### src/rtl/smc_pkg.sv
// Shared constants and encodings for the MOSFET calculator front end.
package smc_pkg;

  localparam int unsigned N_DEV = 6;
  localparam int unsigned FW    = 3;
  localparam int unsigned OUT_W = 10;
  localparam int unsigned BUS_W = N_DEV * FW;

  // Frame mode encodings understood by the calculator.
  typedef enum logic [1:0] {
    MODE_GM_LO = 2'b00,
    MODE_ID_LO = 2'b01,
    MODE_GM_HI = 2'b10,
    MODE_ID_HI = 2'b11
  } mode_e;

  typedef enum logic [1:0] {
    IDLE = 2'b00,
    LOAD = 2'b01,
    EVAL = 2'b10,
    DONE = 2'b11
  } state_e;

endpackage

### src/rtl/smc_frame_loader.sv
// Serial-to-parallel device loader for the calculator, with a registered,
// strobed capture of the calculator result.
module smc_frame_loader #(
  parameter int unsigned N_DEV = smc_pkg::N_DEV,
  parameter int unsigned FW    = smc_pkg::FW
) (
  input  logic                      clk,
  input  logic                      rst_n,
  input  logic                      in_valid,
  output logic                      in_ready,
  input  logic [1:0]                mode_in,
  input  logic [FW-1:0]             W_in,
  input  logic [FW-1:0]             V_GS_in,
  input  logic [FW-1:0]             V_DS_in,
  output logic [1:0]                calc_mode,
  output logic [N_DEV*FW-1:0]       calc_w,
  output logic [N_DEV*FW-1:0]       calc_vgs,
  output logic [N_DEV*FW-1:0]       calc_vds,
  input  logic [smc_pkg::OUT_W-1:0] calc_out_n,
  output logic                      out_valid,
  output logic [smc_pkg::OUT_W-1:0] out_n
);

  import smc_pkg::*;

  localparam int unsigned CNT_W = (N_DEV > 1) ? $clog2(N_DEV) : 1;
  localparam logic [CNT_W-1:0] LAST_BEAT = CNT_W'(N_DEV - 1);

  state_e           state;
  logic [CNT_W-1:0] cnt;
  logic             accept;

  // Beats are only taken while the loader is collecting a frame.
  assign accept = in_valid && ((state == IDLE) || (state == LOAD));

  // Frame sequencing, beat counter and result capture.
  always_ff @(posedge clk or negedge rst_n) begin
    if (!rst_n) begin
      state     <= IDLE;
      cnt       <= '0;
      in_ready  <= 1'b1;
      out_valid <= 1'b0;
      out_n     <= '0;
      calc_mode <= MODE_GM_LO;
    end else begin
      out_valid <= 1'b0;
      out_n     <= '0;
      unique case (state)
        IDLE: begin
          if (in_valid) begin
            calc_mode <= mode_in;
            if (cnt == LAST_BEAT) begin
              state    <= EVAL;
              cnt      <= '0;
              in_ready <= 1'b0;
            end else begin
              state <= LOAD;
              cnt   <= cnt + CNT_W'(1);
            end
          end
        end
        LOAD: begin
          if (!in_valid) begin
            // Aborted frame: stale slots are overwritten by the next frame.
            state <= IDLE;
            cnt   <= '0;
          end else if (cnt == LAST_BEAT) begin
            state    <= EVAL;
            cnt      <= '0;
            in_ready <= 1'b0;
          end else begin
            cnt <= cnt + CNT_W'(1);
          end
        end
        EVAL: begin
          state     <= DONE;
          out_valid <= 1'b1;
          out_n     <= calc_out_n;
        end
        DONE: begin
          state    <= IDLE;
          in_ready <= 1'b1;
        end
        default: begin
          state    <= IDLE;
          cnt      <= '0;
          in_ready <= 1'b1;
        end
      endcase
    end
  end

  // Slot register file: the counter addresses the device field being written.
  always_ff @(posedge clk or negedge rst_n) begin
    if (!rst_n) begin
      calc_w   <= '0;
      calc_vgs <= '0;
      calc_vds <= '0;
    end else if (accept) begin
      for (int k = 0; k < int'(N_DEV); k++) begin
        if (cnt == CNT_W'(k)) begin
          calc_w[k*FW +: FW]   <= W_in;
          calc_vgs[k*FW +: FW] <= V_GS_in;
          calc_vds[k*FW +: FW] <= V_DS_in;
        end
      end
    end
  end

endmodule

### config.mk
export PLATFORM = sky130hd
export DESIGN_NAME = smc_frame_loader
export DESIGN_NICKNAME = d
export VERILOG_FILES = /design/src/rtl/smc_pkg.sv /design/src/rtl/smc_frame_loader.sv
export SDC_FILE = /design/constraint.sdc
export NUM_CORES = 1
export LEC_CHECK = 0
export CAP_MARGIN = 25
export CORE_MARGIN = 2
export CORE_UTILIZATION = 45
export DETAILED_ROUTE_END_ITERATION = 10
export GPL_TIMING_DRIVEN = 1
export HOLD_SLACK_MARGIN = 0.12
export PLACE_DENSITY = 0.88
export SLEW_MARGIN = 40
export SYNTH_ARGS = -nofsm -noshare
export SYNTH_HDL_FRONTEND = slang
export SYNTH_SLANG_ARGS = --single-unit
### constraint.sdc
create_clock -name clk -period 1.9 [get_ports clk]
set_input_delay 0.19 -clock clk [delete_from_list [all_inputs] [get_ports clk]]
set_output_delay 0.19 -clock clk [all_outputs]
set_load 0.005 [all_outputs]
; Word-level counts from Yosys, hierarchy flattened
; Cells that the tools add are included.
[classes]
add_sub_neg = 1
eq_ne = 12
mux = 14
reduce_logical = 17
[ops]
columns = cell, n
row1 = $reduce_and 2->1, 9
row2 = $mux 10, 1
row3 = $mux 3, 3
row4 = $mux 2, 4
row5 = $pmux 2 s4, 1
row6 = $eq 3x2->1 const B, 2
row7 = $eq 3x3->1 const B, 2
row8 = $pmux 3 s2, 1
row9 = $eq 2x2->1 const B, 2
row10 = $ne 2x1->1 const B, 2
row11 = $reduce_bool 2->1, 2
row12 = $add 3x1->3 const B, 1
row13 = $eq 3x1->1 const B, 1
row14 = $logic_not 3->1, 1
row15 = $mux 1, 3
row16 = $ne 3x2->1 const B, 1
row17 = $reduce_and 3->1, 1
row18 = $eq 2x1->1 const B, 1
row19 = $logic_not 2->1, 1
row20 = $ne 2x2->1 const B, 1
row21 = $pmux 1 s2, 1
row22 = $reduce_or 2->1, 1
row23 = $logic_and 1x1->1, 1
row24 = $logic_or 1x1->1, 1
[word_totals]
register_bits = 73
output_inout_bits = 68

; Depth between registers and ports, before layout
; Gate-level depths: netlist (run 1).
[logic_depth]
ltp_word = 4
mapped_depth = 5
mapped_depth_nobuf = 4

; Worst setup path after synthesis (run 1)
; Ideal clock, no wire load.
[synth_timing]
path_kind = register to register
from = register cnt[0]
to = register calc_vds[10]
setup_ns = 0.125
arrival_time_ns = 1.319
slack_ns = 0.456
path_stages_with_launch = 6
path_buffers = 1
synth_period_minus_slack_ns = 1.444
cell_sequence = dfrtp_1 buf_2 and2_1 ha_1 nand2_2 mux2_2
[synth_between]
elab_chain_cells = 2
[synth_lines]
columns = item, line_no
row1 = "start, declared", smc_frame_loader.sv:30  ; logic [CNT_W-1:0] cnt;
row2 = "start signal, assigned", smc_frame_loader.sv:58  ; cnt <= cnt + CNT_W'(1);
row3 = "start signal, assigned", smc_frame_loader.sv:72  ; cnt <= cnt + CNT_W'(1);
row4 = $eq 3x2->1, smc_frame_loader.sv:101  ; if (cnt == CNT_W'(k)) begin
row5 = $reduce_and 2->1 (no source line), -
row6 = "end signal, assigned by index", smc_frame_loader.sv:104  ; calc_vds[k*FW +: FW] <= V_DS_in;
row7 = "end, declared", smc_frame_loader.sv:18  ; output logic [N_DEV*FW-1:0] calc_vds,
; Every way passes these cells.
; A chain may end at the register's enable or synchronous reset.

; Final worst setup path (run 1)
[layout_timing]
from = register cnt[0]
to = register calc_vgs[9]
[layout_between]
elab_chain_cells = 2
[layout_lines]
columns = item, line_no
row1 = $eq 3x2->1, smc_frame_loader.sv:101
row2 = $reduce_and 2->1 (no source line), -
row3 = "end signal, assigned by index", smc_frame_loader.sv:103  ; calc_vgs[k*FW +: FW] <= V_GS_in;
row4 = "end, declared", smc_frame_loader.sv:17  ; output logic [N_DEV*FW-1:0] calc_vgs,
; Every way passes these cells.

==> results.yml, run 1 <==
status:
  status: "complete, no violations"
pwr:
  ir_worst_vdd_v: 0.00106
  p_clk_share_pct: 21.3
  pwr-share-seq_pct: 40.3
  p_int_mw: 4.70
  switching_share_pct: 27.1
  power_density_mw_per_mm2: 1580
  p_comb_share_pct: 38.4
  p_sw_mw: 1.75
  p_leak_nw: 1.79
clock_network:
  postCtsSetupBuffers: 0
  clkSinkCount: 73
  cts_made_buffers: 9
  cts_buffer_depth: 2
  ctsResizeCount: 0
  cts_hold_buf: 1
  htree_levels: 3
  clk_latency_ps: 340
  cts_root_buffer: "clkbuf_8"
  cts_tree: "yes"
  clk_pin_slew_ps: 80
timing:
  setup_ws_ps: 230
  worstMarginPinSlew_ps: 329
  period_share_pct: 87.9
  hold_viol: 0
  fin_tns_setup_ps: 0
  hold_ws_ps: 255
  rsz0062_at_grt: "no"
  fin_skew_ps: 8.80
  slew_violations: 0
  finalSetupViolations: 0
  max-slew-margin-rel_pct: 78.0
  fmax_mhz: 599
  period_minus_slack_ps: 1670
detailed_routing:
  drc: 0
  wl_met3_um: 448
  ant_nets: 0
  wl_per_cell_um: 17.0
  highest_layer: "met4"
  met2WireLength_mm: 3.05
  wirelength_mm: 6.16
  via_per_inst: 4.98
  drt_pass1_iterations: 5
  routedLengthMet1_mm: 2.60
  vias: 1801
  drt-initial-drc-count: 92
setup_path:
  r2r-end: "calc_vgs[9]"
  reg2reg_depth: 4
  slowest_stage: "dfrtp_1"
  rrSetupSlack_ps: 230
  crit_path_start_kind: "flop"
  critPathArrivalTime_ps: 1900
  cp_top_family: "flip-flops"
  crit_fanout: 9
  critical_path_buf_inv_count: 0
  end_kind: "flop"
  required_ps: 2130
  path_cells: "and2_1 -> ha_1 -> nand2_2 -> mux2_2"
  worstSetupPathType: "reg -> reg"
  rr_startpoint: "cnt[0]"
  max_stage_delay_ps: 500
synth:
  synth-seq-cells: 73
  ys_seq_area_share_pct: 65.6
  synth_cells: 175
  synthTopCellsByArea: "dfrtp_1 (65%), mux2_2 (23%), and2_1 (2.5%), dfstp_2 (0.94%), o21ai_0 (0.90%)"
  synth_flop_cell: "dfrtp_1"
  syn_area_mm2: 0.00279
  synth.most_common_cell: "dfrtp_1"
  syn_avg_cell_area_um2: 15.9
  yosys.area.top_type: "dfrtp_1"
  synth-edff-count: 0
  async_flop_share_pct: 100
  yosys_warnings: 0
  synthTopCellsByCount: "dfrtp_1 (72), mux2_2 (56), and2_1 (11)"
  synth_cell_types: 26
  synth_top_cell_area_share_pct: 64.6
  synth_fp_nets: 200
placement:
  routabilityCongestion: 0.704
  hpwl_mm: 4.25
  port_buffers: 91
  place_ws_ps: 63.4
global_routing:
  antenna_found_initial: 0
  grt_pass1_vias: 1824
  grt_max_degree: 58
  grt_first_pass_wirelength_mm: 9.53
  track_usage_pct: 19.5
  overflow: 0
floorplan:
  initial_core_util_pct: 46.8
  die_h_um: 82.7
  die_area_mm2: 0.00684
  die_w_um: 82.7
  rows: 28
  io_pins: 92
  coreArea_mm2: 0.00596
worst_hold_path:
  min_path_type: "in -> async"
cells_and_area:
  drive_above_1_share_pct: 32.1
  num-nets-final: 307
  n_antenna_cell: 0
  syn2layout_area_growth_pct: 46.2
  n_fill_cell: 429
run:
  cap_viol_max_count: 0
## cells by family (layout without fill, tap and decap cells)
| family | after synthesis | in the layout | synth area share, % |
|---|---|---|---|
| flip-flops | 73 | 73 | 65.6 |
| multiplexers | 56 | 56 | 22.6 |
| AND/OR/NAND/NOR | 31 | 31 | 8.75 |
| AO/OA/AOI/OAI | 7 | 7 | 1.39 |
| buffers and inverters | 7 | 119 | 1.21 |
| adder cells (fa/ha/maj) | 1 | 1 | 0.449 |
## state kept, by name, summed over array words and instances, names as in the netlist
signal     count
in_ready       1
calc_w        18
state          2
out_n         10
calc_mode      2
calc_vds      18
calc_vgs      18
out_valid      1
cnt            3
## final cells by class
| class | count | area, µm² | area share, % |
|---|---|---|---|
| Clock buffer | 10 | 138 | 3.38 |
| Clock inverter | 6 | 88.8 | 2.18 |
| Inverter | 3 | 11.3 | 0.276 |
| Multi-Input combinational cell | 95 | 926 | 22.7 |
| Sequential cell | 73 | 1830 | 44.8 |
| Tap cell | 75 | 93.8 | 2.30 |
| Timing Repair Buffer | 100 | 991 | 24.3 |
## stage by stage
step	util, %	cells	instance area [µm²]	total power, mW
after floorplan	-	175	2790	3.51
after global placement	64.5	345	3840	5.03
after CTS	68.4	362	4080	6.53
after detailed placement	64.5	345	3840	5.14
after global routing	68.4	362	4080	6.83
final	68.4	362	4080	6.45
## cells in the final DEF, fill, tap and decap left out
master / instances
a31oi_1: 1
and2_1: 11
and2b_2: 1
buf_12: 1
buf_4: 8
bufinv_16: 2
clkbuf_8: 10
clkdlybuf4s50_1: 90
clkinv_2: 1
clkinvlp_4: 2
dfrtp_1: 72
dfstp_2: 1
dlygate4sd3_1: 1
ha_1: 1
inv_1: 3
inv_6: 1
mux2_2: 56
nand2_1: 5
nand2_2: 2
nand2b_1: 1
nand3b_4: 1
nand4_2: 1
nand4b_2: 1
nor2_1: 1
nor2_4: 1
nor2b_1: 2
nor3b_4: 1
nor4_4: 1
o21ai_0: 5
o21bai_1: 1
or2_2: 1
or2b_1: 1
## how the worst max path moves through the flow
stage          startpoint            to  cells past startpoint
6_report           cnt[0]   calc_vgs[9]                      4
5_1_grt            cnt[0]    calc_w[11]                      4
4_1_cts            cnt[0]   calc_vgs[9]                      4
3_5_place_dp     in_valid    calc_w[17]                      5
3_3_place_gp     in_valid    calc_w[15]                      5
2_1_floorplan      cnt[0]  calc_vds[10]                      5
## per-layer routing
metal / vias up / track usage [%]
met4: 0 / 6.39
li1: 817 / -
met3: 6 / 7.83
met5: - / 0
met2: 58 / 29.9
met1: 920 / 25.4
## power groups by stage
stage	sequential (mW)	clock [mW]	combinational [mW]
final	2.60	1.37	2.48
after global routing	2.68	1.46	2.68
after CTS	2.60	1.40	2.52
after detailed placement	2.63	0	2.51
after global placement	2.59	0	2.45
after floorplan	2.63	0	0.886
Note: power is estimated with default switching activity, not from simulation.
==> run 2: changes to the inputs <==
CORE_UTILIZATION = 49   (was 45)
PLACE_DENSITY = 0.94   (was 0.88)
clock period = 2 ns   (was 1.9 ns; I/O delays follow)
==> run 2 against run 1 <==
Compared with the run above: sequential power is 3% lower; power down 7.0%; critical path type unchanged; fmax fell by 0.33%.
==> results.yml, run 2 (same netlist as run 1, synthesis figures left out) <==
global_routing:
  grt_max_degree: 29
  grt_pass1_vias: 1899
  antenna_found_initial: 0
  overflow: 0
  track_usage_pct: 20.8
  grt_first_pass_wirelength_mm: 9.72
floorplan:
  initial_core_util_pct: 50.6
  die_h_um: 79.4
  io_pins: 92
  die_area_mm2: 0.00631
  die_w_um: 79.4
  rows: 27
  coreArea_mm2: 0.00551
detailed_routing:
  vias: 1808
  drt-initial-drc-count: 70
  highest_layer: "met4"
  via_per_inst: 5.08
  routedLengthMet1_mm: 2.52
  wl_met3_um: 264
  wl_per_cell_um: 16.9
  drc: 0
  met2WireLength_mm: 3.12
  wirelength_mm: 6.01
  drt_pass1_iterations: 4
  ant_nets: 0
clock_network:
  htree_levels: 3
  clk_latency_ps: 330
  clkSinkCount: 73
  cts_buffer_depth: 2
  cts_made_buffers: 9
  ctsResizeCount: 0
  cts_tree: "yes"
  clk_pin_slew_ps: 80
  cts_root_buffer: "clkbuf_8"
timing:
  period_share_pct: 83.8
  slew_violations: 0
  rsz0062_at_grt: "no"
  fmax_mhz: 597
  hold_viol: 0
  finalSetupViolations: 0
  max-slew-margin-rel_pct: 53.0
  fin_skew_ps: 8.35
  fin_tns_setup_ps: 0
  worstMarginPinSlew_ps: 703
  period_minus_slack_ps: 1680
pwr:
  pwr-share-seq_pct: 41.9
  p_int_mw: 4.38
  power_mw: 6.00
  ir_worst_vdd_v: 0.00101
  p_leak_nw: 1.77
  p_clk_share_pct: 20.0
  switching_share_pct: 27.0
  power_density_mw_per_mm2: 1490
  p_comb_share_pct: 38.1
  p_sw_mw: 1.62
cells_and_area:
  drive_above_1_share_pct: 31.0
  n_fill_cell: 342
  num-nets-final: 304
  n_antenna_cell: 0
  layout_commonest_cell: "clkdlybuf4s50_1"
  final_util_pct: 73.3
  multiInputGateArea_um2: 926
  top_regs: "calc_vds: 18 flops, calc_vgs: 18 flops, calc_w: 18 flops"
  syn2layout_area_growth_pct: 44.8
  seq_area_mm2: 0.00183
  final_cell_mix: "clkdlybuf4s50_1 (90), dfrtp_1 (72), mux2_2 (56)"
placement:
  port_buffers: 91
  hpwl_mm: 4.30
  routabilityCongestion: 0.805
worst_hold_path:
  min_path_type: "in -> async"
setup_path:
  worstSetupPathType: "reg -> reg"
  crit_path_start_kind: "flop"
  required_ps: 2220
  critPathArrivalTime_ps: 1890
  crit_fanout: 9
  end_kind: "flop"
run:
  cap_viol_max_count: 0
status:
  status: "complete, no violations"
[run 2: cell count changes in the layout (fill, tap and decap cells not counted)]
cell / change
buf_4: -4
buf_2: +1
bufinv_16: -1
clkinvlp_4: -1
clkinv_2: -1
clkbuf_1: +1
clkbuf_8: +2
[run 2: final cells by class]
cell class,count,area share [%]
Tap cell,72,2.23
Multi-Input combinational cell,95,22.9
Sequential cell,73,45.3
Clock inverter,3,1.15
Inverter,3,0.279
Timing Repair Buffer,97,23.9
Clock buffer,13,4.18
[run 2: what timing repair did]
| item | CTS | global route |
|---|---|---|
| buffers inserted | 0 | 0 |
| hold endpoints to repair | 72 | 0 |
| hold buffers | 1 | 0 |
[run 2: worst max-delay path: stages, from the launching register on]
cell and delay (ps):
dfrtp_1 520, nor2_4 210, nand4_2 410, mux2_2 430
[run 2: through the flow]
| stage | setup WS (ps) | cells | hold WS, ps | area [µm²] |
|---|---|---|---|---|
| 5_1_grt | 282 | 356 | 296 | 4040 |
| 6_report | 324 | 356 | 276 | 4040 |
| 4_1_cts | 350 | 356 | 265 | 4040 |
| 3_3_place_gp | 201 | 339 | 91.2 | 3810 |
| 3_5_place_dp | 132 | 339 | 93.2 | 3810 |
| 2_1_floorplan | 556 | 175 | -95.6 | 2790 |
[run 2: path summary, 6_finish.rpt]
path	start	to	slack [ps]	cells after the start
min reg2reg	calc_w[12]	calc_w[12]	510	1
max in group asynchronous	rst_n	in_ready	1100	3
max	state[1]	calc_vgs[5]	320	3
min in group clk	calc_out_n[7]	out_n[7]	420	2
max reg2reg	state[1]	calc_vgs[5]	320	3
min	rst_n	calc_vds[9]	280	2
[run 2: per-layer routing]
| layer | GRT usage, % | vias to the layer above |
|---|---|---|
| met3 | 5.43 | 7 |
| met1 | 26.1 | 931 |
| met5 | 0 | - |
| met2 | 33.7 | 55 |
| met4 | 10.0 | 0 |
| li1 | - | 815 |
[run 2: power groups by stage]
| stage | registers (mW) | clock network [mW] | logic (mW) |
|---|---|---|---|
| floorplan | 2.50 | 0 | 0.842 |
| global placement | 2.50 | 0 | 2.24 |
| detailed placement | 2.53 | 0 | 2.30 |
| CTS | 2.51 | 1.23 | 2.32 |
| global route | 2.59 | 1.30 | 2.44 |
| finish | 2.51 | 1.20 | 2.29 |
